<file path="src/rtl/apb_requester_if.sv">
// Command/response port and APB4 bus joining the requester to its environment.
// master is the requester's view; slave is the command source plus APB completer.
interface apb_requester_if #(
   parameter int ADDR_WIDTH = 32,
   parameter int DATA_WIDTH = 32
);
   localparam int STRB_WIDTH = DATA_WIDTH / 8;

   logic                  cmd_valid;
   logic                  cmd_ready;
   logic                  cmd_write;
   logic [ADDR_WIDTH-1:0] cmd_addr;
   logic [DATA_WIDTH-1:0] cmd_wdata;
   logic [STRB_WIDTH-1:0] cmd_strb;

   logic                  rsp_valid;
   logic                  rsp_ready;
   logic [DATA_WIDTH-1:0] rsp_rdata;
   logic                  rsp_err;
   logic                  rsp_timeout;

   logic [ADDR_WIDTH-1:0] PADDR;
   logic                  PSEL;
   logic                  PENABLE;
   logic                  PWRITE;
   logic [DATA_WIDTH-1:0] PWDATA;
   logic [STRB_WIDTH-1:0] PSTRB;
   logic                  PREADY;
   logic [DATA_WIDTH-1:0] PRDATA;
   logic                  PSLVERR;

   modport master (
      input  cmd_valid, cmd_write, cmd_addr, cmd_wdata, cmd_strb, rsp_ready,
             PREADY, PRDATA, PSLVERR,
      output cmd_ready, rsp_valid, rsp_rdata, rsp_err, rsp_timeout,
             PADDR, PSEL, PENABLE, PWRITE, PWDATA, PSTRB
   );

   modport slave (
      output cmd_valid, cmd_write, cmd_addr, cmd_wdata, cmd_strb, rsp_ready,
             PREADY, PRDATA, PSLVERR,
      input  cmd_ready, rsp_valid, rsp_rdata, rsp_err, rsp_timeout,
             PADDR, PSEL, PENABLE, PWRITE, PWDATA, PSTRB
   );
endinterface

</file>
<file path="src/rtl/apb_requester.sv">
// APB4 requester: one command at a time becomes an APB transfer; the result is
// returned on the response port, with a wait-state timeout that aborts with error.
module apb_requester #(
   parameter int ADDR_WIDTH     = 32,
   parameter int DATA_WIDTH     = 32,
   parameter int TIMEOUT_CYCLES = 16
) (
   input logic             PCLK,
   input logic             PRESETn,
   apb_requester_if.master bus
);
   localparam int STRB_WIDTH = DATA_WIDTH / 8;
   localparam int CNT_W      = (TIMEOUT_CYCLES > 0) ? $clog2(TIMEOUT_CYCLES + 1) : 1;
   localparam int TO_LAST_I  = (TIMEOUT_CYCLES > 0) ? TIMEOUT_CYCLES - 1 : 0;
   localparam logic [CNT_W-1:0] TO_LAST = TO_LAST_I[CNT_W-1:0];

   typedef enum logic [1:0] {
      S_IDLE,
      S_SETUP,
      S_ACCESS,
      S_RESP
   } state_t;

   state_t                r_state;
   logic [CNT_W-1:0]      r_wait_cnt;
   logic                  r_cmd_ready;
   logic                  r_rsp_valid;
   logic [DATA_WIDTH-1:0] r_rsp_rdata;
   logic                  r_rsp_err;
   logic                  r_rsp_timeout;
   logic [ADDR_WIDTH-1:0] r_paddr;
   logic                  r_psel;
   logic                  r_penable;
   logic                  r_pwrite;
   logic [DATA_WIDTH-1:0] r_pwdata;
   logic [STRB_WIDTH-1:0] r_pstrb;

   logic                  w_timeout_hit;

   assign w_timeout_hit = (TIMEOUT_CYCLES != 0) && (r_wait_cnt == TO_LAST);

   // NOTE: state registers use non-blocking assignments so every register samples
   // pre-edge values; the asynchronous reset clears all outputs, dropping any transfer.
   always_ff @(posedge PCLK or negedge PRESETn) begin
      if (!PRESETn) begin
         r_state       <= S_IDLE;
         r_wait_cnt    <= '0;
         r_cmd_ready   <= 1'b0;
         r_rsp_valid   <= 1'b0;
         r_rsp_rdata   <= '0;
         r_rsp_err     <= 1'b0;
         r_rsp_timeout <= 1'b0;
         r_paddr       <= '0;
         r_psel        <= 1'b0;
         r_penable     <= 1'b0;
         r_pwrite      <= 1'b0;
         r_pwdata      <= '0;
         r_pstrb       <= '0;
      end else begin
         case (r_state)
            S_IDLE: begin
               // cmd_ready comes back one edge after reset release.
               if (bus.cmd_valid && r_cmd_ready) begin
                  r_state     <= S_SETUP;
                  r_cmd_ready <= 1'b0;
                  r_wait_cnt  <= '0;
                  r_psel      <= 1'b1;
                  r_paddr     <= bus.cmd_addr;
                  r_pwrite    <= bus.cmd_write;
                  r_pwdata    <= bus.cmd_write ? bus.cmd_wdata : '0;
                  r_pstrb     <= bus.cmd_write ? bus.cmd_strb : '0;
               end else begin
                  r_cmd_ready <= 1'b1;
               end
            end

            S_SETUP: begin
               r_state   <= S_ACCESS;
               r_penable <= 1'b1;
            end

            S_ACCESS: begin
               if (bus.PREADY) begin
                  r_state       <= S_RESP;
                  r_psel        <= 1'b0;
                  r_penable     <= 1'b0;
                  r_rsp_valid   <= 1'b1;
                  r_rsp_err     <= bus.PSLVERR;
                  r_rsp_timeout <= 1'b0;
                  r_rsp_rdata   <= r_pwrite ? '0 : bus.PRDATA;
               end else if (w_timeout_hit) begin
                  r_state       <= S_RESP;
                  r_psel        <= 1'b0;
                  r_penable     <= 1'b0;
                  r_rsp_valid   <= 1'b1;
                  r_rsp_err     <= 1'b1;
                  r_rsp_timeout <= 1'b1;
                  r_rsp_rdata   <= '0;
               end else if (r_wait_cnt != '1) begin
                  r_wait_cnt <= r_wait_cnt + 1'b1;
               end
            end

            S_RESP: begin
               if (bus.rsp_ready) begin
                  r_state     <= S_IDLE;
                  r_rsp_valid <= 1'b0;
                  r_cmd_ready <= 1'b1;
               end
            end

            default: r_state <= S_IDLE;
         endcase
      end
   end

   assign bus.cmd_ready   = r_cmd_ready;
   assign bus.rsp_valid   = r_rsp_valid;
   assign bus.rsp_rdata   = r_rsp_rdata;
   assign bus.rsp_err     = r_rsp_err;
   assign bus.rsp_timeout = r_rsp_timeout;
   assign bus.PADDR       = r_paddr;
   assign bus.PSEL        = r_psel;
   assign bus.PENABLE     = r_penable;
   assign bus.PWRITE      = r_pwrite;
   assign bus.PWDATA      = r_pwdata;
   assign bus.PSTRB       = r_pstrb;
endmodule

</file>
<file path="src/flat_wrapper.sv">
// flat-port wrapper written by rule: the top's interface ports become plain ports
module apb_requester_flat 
#(
   parameter int ADDR_WIDTH     = 32,
   parameter int DATA_WIDTH     = 32,
   parameter int TIMEOUT_CYCLES = 16
)
  (PCLK, PRESETn, bus_cmd_valid, bus_cmd_write, bus_cmd_addr, bus_cmd_wdata, bus_cmd_strb, bus_rsp_ready, bus_PREADY, bus_PRDATA, bus_PSLVERR, bus_cmd_ready, bus_rsp_valid, bus_rsp_rdata, bus_rsp_err, bus_rsp_timeout, bus_PADDR, bus_PSEL, bus_PENABLE, bus_PWRITE, bus_PWDATA, bus_PSTRB);
  apb_requester_if #(.ADDR_WIDTH(ADDR_WIDTH), .DATA_WIDTH(DATA_WIDTH)) bus_i ();
  input logic PCLK;
  input logic PRESETn;
  input wire logic [$bits(bus_i.cmd_valid)-1:0] bus_cmd_valid;
  input wire logic [$bits(bus_i.cmd_write)-1:0] bus_cmd_write;
  input wire logic [$bits(bus_i.cmd_addr)-1:0] bus_cmd_addr;
  input wire logic [$bits(bus_i.cmd_wdata)-1:0] bus_cmd_wdata;
  input wire logic [$bits(bus_i.cmd_strb)-1:0] bus_cmd_strb;
  input wire logic [$bits(bus_i.rsp_ready)-1:0] bus_rsp_ready;
  input wire logic [$bits(bus_i.PREADY)-1:0] bus_PREADY;
  input wire logic [$bits(bus_i.PRDATA)-1:0] bus_PRDATA;
  input wire logic [$bits(bus_i.PSLVERR)-1:0] bus_PSLVERR;
  output wire logic [$bits(bus_i.cmd_ready)-1:0] bus_cmd_ready;
  output wire logic [$bits(bus_i.rsp_valid)-1:0] bus_rsp_valid;
  output wire logic [$bits(bus_i.rsp_rdata)-1:0] bus_rsp_rdata;
  output wire logic [$bits(bus_i.rsp_err)-1:0] bus_rsp_err;
  output wire logic [$bits(bus_i.rsp_timeout)-1:0] bus_rsp_timeout;
  output wire logic [$bits(bus_i.PADDR)-1:0] bus_PADDR;
  output wire logic [$bits(bus_i.PSEL)-1:0] bus_PSEL;
  output wire logic [$bits(bus_i.PENABLE)-1:0] bus_PENABLE;
  output wire logic [$bits(bus_i.PWRITE)-1:0] bus_PWRITE;
  output wire logic [$bits(bus_i.PWDATA)-1:0] bus_PWDATA;
  output wire logic [$bits(bus_i.PSTRB)-1:0] bus_PSTRB;
  assign bus_i.cmd_valid = bus_cmd_valid;
  assign bus_i.cmd_write = bus_cmd_write;
  assign bus_i.cmd_addr = bus_cmd_addr;
  assign bus_i.cmd_wdata = bus_cmd_wdata;
  assign bus_i.cmd_strb = bus_cmd_strb;
  assign bus_i.rsp_ready = bus_rsp_ready;
  assign bus_i.PREADY = bus_PREADY;
  assign bus_i.PRDATA = bus_PRDATA;
  assign bus_i.PSLVERR = bus_PSLVERR;
  assign bus_cmd_ready = bus_i.cmd_ready;
  assign bus_rsp_valid = bus_i.rsp_valid;
  assign bus_rsp_rdata = bus_i.rsp_rdata;
  assign bus_rsp_err = bus_i.rsp_err;
  assign bus_rsp_timeout = bus_i.rsp_timeout;
  assign bus_PADDR = bus_i.PADDR;
  assign bus_PSEL = bus_i.PSEL;
  assign bus_PENABLE = bus_i.PENABLE;
  assign bus_PWRITE = bus_i.PWRITE;
  assign bus_PWDATA = bus_i.PWDATA;
  assign bus_PSTRB = bus_i.PSTRB;
  apb_requester #(.ADDR_WIDTH(ADDR_WIDTH), .DATA_WIDTH(DATA_WIDTH), .TIMEOUT_CYCLES(TIMEOUT_CYCLES)) u_core (.PCLK(PCLK), .PRESETn(PRESETn), .bus(bus_i));
endmodule
</file>
<file path="config.mk">
export PLATFORM = sky130hd
export DESIGN_NAME = apb_requester_flat
export DESIGN_NICKNAME = d
export VERILOG_FILES = /design/src/rtl/apb_requester_if.sv /design/src/rtl/apb_requester.sv /design/src/flat_wrapper.sv
export SDC_FILE = /design/constraint.sdc
export NUM_CORES = 1
export LEC_CHECK = 0
export ABC_AREA = 0
export BUFFER_PORTS_ARGS = -buffer_cell sky130_fd_sc_hd__buf_2
export CORE_UTILIZATION = 46
export DETAILED_ROUTE_END_ITERATION = 16
export GPL_ROUTABILITY_DRIVEN = 0
export PLACE_DENSITY_LB_ADDON = 0.25
export SLEW_MARGIN = 10
export SYNTH_ARGS = -nofsm -noshare
export SYNTH_HDL_FRONTEND = slang
export SYNTH_SLANG_ARGS = --single-unit
</file>
<file path="constraint.sdc">
create_clock -name PCLK -period 2.5 [get_ports PCLK]
set_input_delay 0.5 -clock PCLK [delete_from_list [all_inputs] [get_ports PCLK]]
set_output_delay 0.5 -clock PCLK [all_outputs]
set_load 0.02 [all_outputs]
</file>
==> results_dict.tcl <==
set metrics [dict create \
    cts_tree "yes" \
    highest_layer "met4" \
    cts_root_buf "clkbuf_8" \
    cp.depth 6 \
    crit_slowest_cell "or4b_4" \
    diodes 0 \
    clock-sinks 114 \
    critical_path_required_ns 2.88 \
    synthesis.area_um2 4490 \
    die_h_um 101 \
    yosys_warnings 0 \
    chipWidth_um 101 \
    cts.repair.resized 0 \
    end_kind "flip-flop" \
    grt_max_degree 55 \
    async_reset_ff_share_pct 100 \
    max_stage_delay_ns 0.58 \
    max_slew_margin_pct 19.2 \
    start_util_pct 48.1 \
    seq_area_um2 2850 \
    cp_max_fo 6 \
    fin_crit_sh_pct 94.7 \
    synth_edf_count 0 \
    cp-start-kind "flip-flop" \
    layout.cells.non_filler 751 \
    ys_seq_area_share_pct 63.6 \
    synth_cell_types 32 \
    irDropWorstVdd_uv 719 \
    timing.hold.ws_ns -0.00306 \
    grt_pass1_wl_mm 17.4 \
    layout-drive-gt1-share_pct 46.6 \
    hold_buffers 0 \
    syn-num-nets 503 \
    status "finished, violations left" \
    hold_path.class "in2async" \
    worstSkewPairLatency_ns 0.50 \
    synth-seq-cells 114 \
    wl_per_cell_um 14.6 \
    areaGrowthSynthToFinish_pct 41.3 \
    cts_setup_buffers 0 \
    setup_viol 0 \
    avgSynthCellArea_um2 11.5 \
    numCtsBuffers 17 \
    ioPinCount 214 \
    viasPerCell 4.92 \
    timing.setup.tns_ns 0 \
    core_um2 9330 \
    crit_family "simple AND/OR/NAND/NOR gates" \
    crit_buf_inv 0 \
    rsz0062_at_grt "no" \
    via_count 3694 \
    fmax_ghz 0.422 \
    grtUsageTotal_pct 22.4 \
    fillers 763 \
    wl_met1_mm 4.46 \
    ctsHtreeMaxLevel 4 \
    dpl.hpwl_mm 7.80 \
    antenna_left 0 \
    wl_met2_mm 5.60 \
    grt_remaining_overflow 0 \
    num_rows 35 \
    layout.nets 722 \
    rr_worst_depth 6 \
    wirelength_mm 10.9 \
    syn-instance-count 390 \
    min_period_ns 2.37 \
    p_leak_uw 0.00336 \
    portBuffers 213 \
    slew_violations 0 \
    yosys_most_used_dff "dfrtp_1" \
    cp.arrival_ns 2.74 \
    drtIter0Drc 117 \
    rrSetupSlack_ns 0.13 \
    dp.cells 719 \
    clk_pin_slew_ns 0.05 \
    multi_input_area_um2 1540 \
    hold_violations 7 \
    worstPathCellList "ha_1, and3_1, ha_1, or4b_4, or2_0, a221o_1" \
    antenna_found_initial 0 \
    path_common_cell "ha_1" \
    p_per_area_nw_per_um2 1380 \
    tightest_slew_ns 1.21 \
    wl_met3_um 639 \
    violations "negative hold slack" \
    max-clock-path-buffers 2 \
    first_pass_iters 4 \
    route.detailed.drc 0 \
    path_class "reg2reg" \
    grt_pass1_vias 3660 \
    die_area_um2 10200 \
    cap_viol_max_count 0 \
    finalClockSkew_ns 0.00816 \
]
==> cells in the mapped netlist, types with 3 or more instances <==
library cell / n / area (um2)
o21ai_0: 55 / 275
inv_1: 6 / 22.5
nor2b_1: 3 / 18.8
clkbuf_1: 23 / 86.3
mux2_2: 33 / 372
a21oi_1: 5 / 25.0
dfrtp_1: 114 / 2850
nand2_1: 94 / 353
ha_1: 6 / 75.1
a22o_1: 22 / 193
==> layer usage <==
layer	vias up	global-route usage, %
met4	0	10.3
met3	20	6.52
met5	-	0
li1	1791	-
met2	128	37.6
met1	1755	26.6
==> report_power, final <==
part	total, uW	internal [uW]	switching, uW	leakage [uW]
registers	3050	2630	413	0.00144
logic	3310	1290	2010	0.00163
clock network	2390	1590	797	0.000295
==> state kept, by name (all words and copies together) (netlist names) <==
signal,cells
u_core.bus.PADDR,32
u_core.bus.rsp_valid,1
u_core.bus.rsp_timeout,1
u_core.bus.rsp_err,1
u_core.bus.PSEL,1
u_core.bus.PWRITE,1
u_core.bus.PWDATA,32
u_core.r_state,2
u_core.bus.rsp_rdata,32
u_core.r_wait_cnt,5
u_core.bus.cmd_ready,1
u_core.bus.PSTRB,4
u_core.bus.PENABLE,1
==> final timing paths <==
kind                                                  start                                    to
hold reg to reg            u_core.bus.PWDATA[7]$_DFFE_PN0P_      u_core.bus.PWDATA[7]$_DFFE_PN0P_
hold / removal                                      PRESETn      u_core.bus.PADDR[15]$_DFFE_PN0P_
setup / recovery           u_core.r_wait_cnt[0]$_DFFE_PN0P_      u_core.r_wait_cnt[3]$_DFFE_PN0P_
min in group PCLK                            bus_PRDATA[27]  u_core.bus.rsp_rdata[27]$_DFFE_PN0P_
setup reg to reg           u_core.r_wait_cnt[0]$_DFFE_PN0P_      u_core.r_wait_cnt[3]$_DFFE_PN0P_
max in group asynchronous                           PRESETn  u_core.bus.rsp_rdata[31]$_DFFE_PN0P_
==> through the flow <==
| stage | power (uW) | cell area [um2] | setup WS [ns] | utilization [%] |
|---|---|---|---|---|
| floorplan | 5130 | 4490 | 0.293 | - |
| global placement | 6270 | 5750 | 0.225 | 61.6 |
| detailed placement | 6400 | 5750 | 0.144 | 61.6 |
| CTS | 8830 | 6340 | 0.142 | 68.0 |
| global route | 9260 | 6340 | 0.0483 | 68.0 |
| finish | 8740 | 6340 | 0.132 | 68.0 |
==> cell type report <==
class | instances | share of cell area (%)
Sequential cell | 114 | 45.0
Timing Repair Buffer | 223 | 18.4
Clock inverter | 10 | 2.07
Clock buffer | 22 | 7.30
Inverter | 6 | 0.355
Multi-Input combinational cell | 247 | 24.3
Tap cell | 129 | 2.55
==> cells in the final DEF, fill, tap and decap left out, types with 2 or more instances in the layout <==
master     count
o21ai_0       55
clkbuf_16     16
inv_1          6
ha_1           6
nor2_1         2
nand2_1       94
a22o_1        22
nor4b_1        2
buf_12         2
nor2b_1        3
buf_2        212
nor3_1         2
and3_1         2
clkbuf_8       4
a211o_1        2
bufinv_16      3
dfrtp_1      114
buf_4          9
a21oi_1        5
a21boi_0       2
mux2_2        33
clkinv_2       5
clkbuf_1       2
==> cells by family after synthesis <==
kind of cell	share of synthesized area [%]
buf+inv	2.43
fa+ha+maj	1.67
compound gates	13.4
flops	63.6
mux	8.51
simple gates	10.4
==> worst register-to-register path: cells and delay by family (launching register included) <==
kind	cells	cell delay, ns
AO/OA/AOI/OAI	1	0.28
adder cells (fa/ha/maj)	2	0.51
flip-flops	1	0.42
AND/OR/NAND/NOR	3	1.04
(Power assumes the default switching activity.)
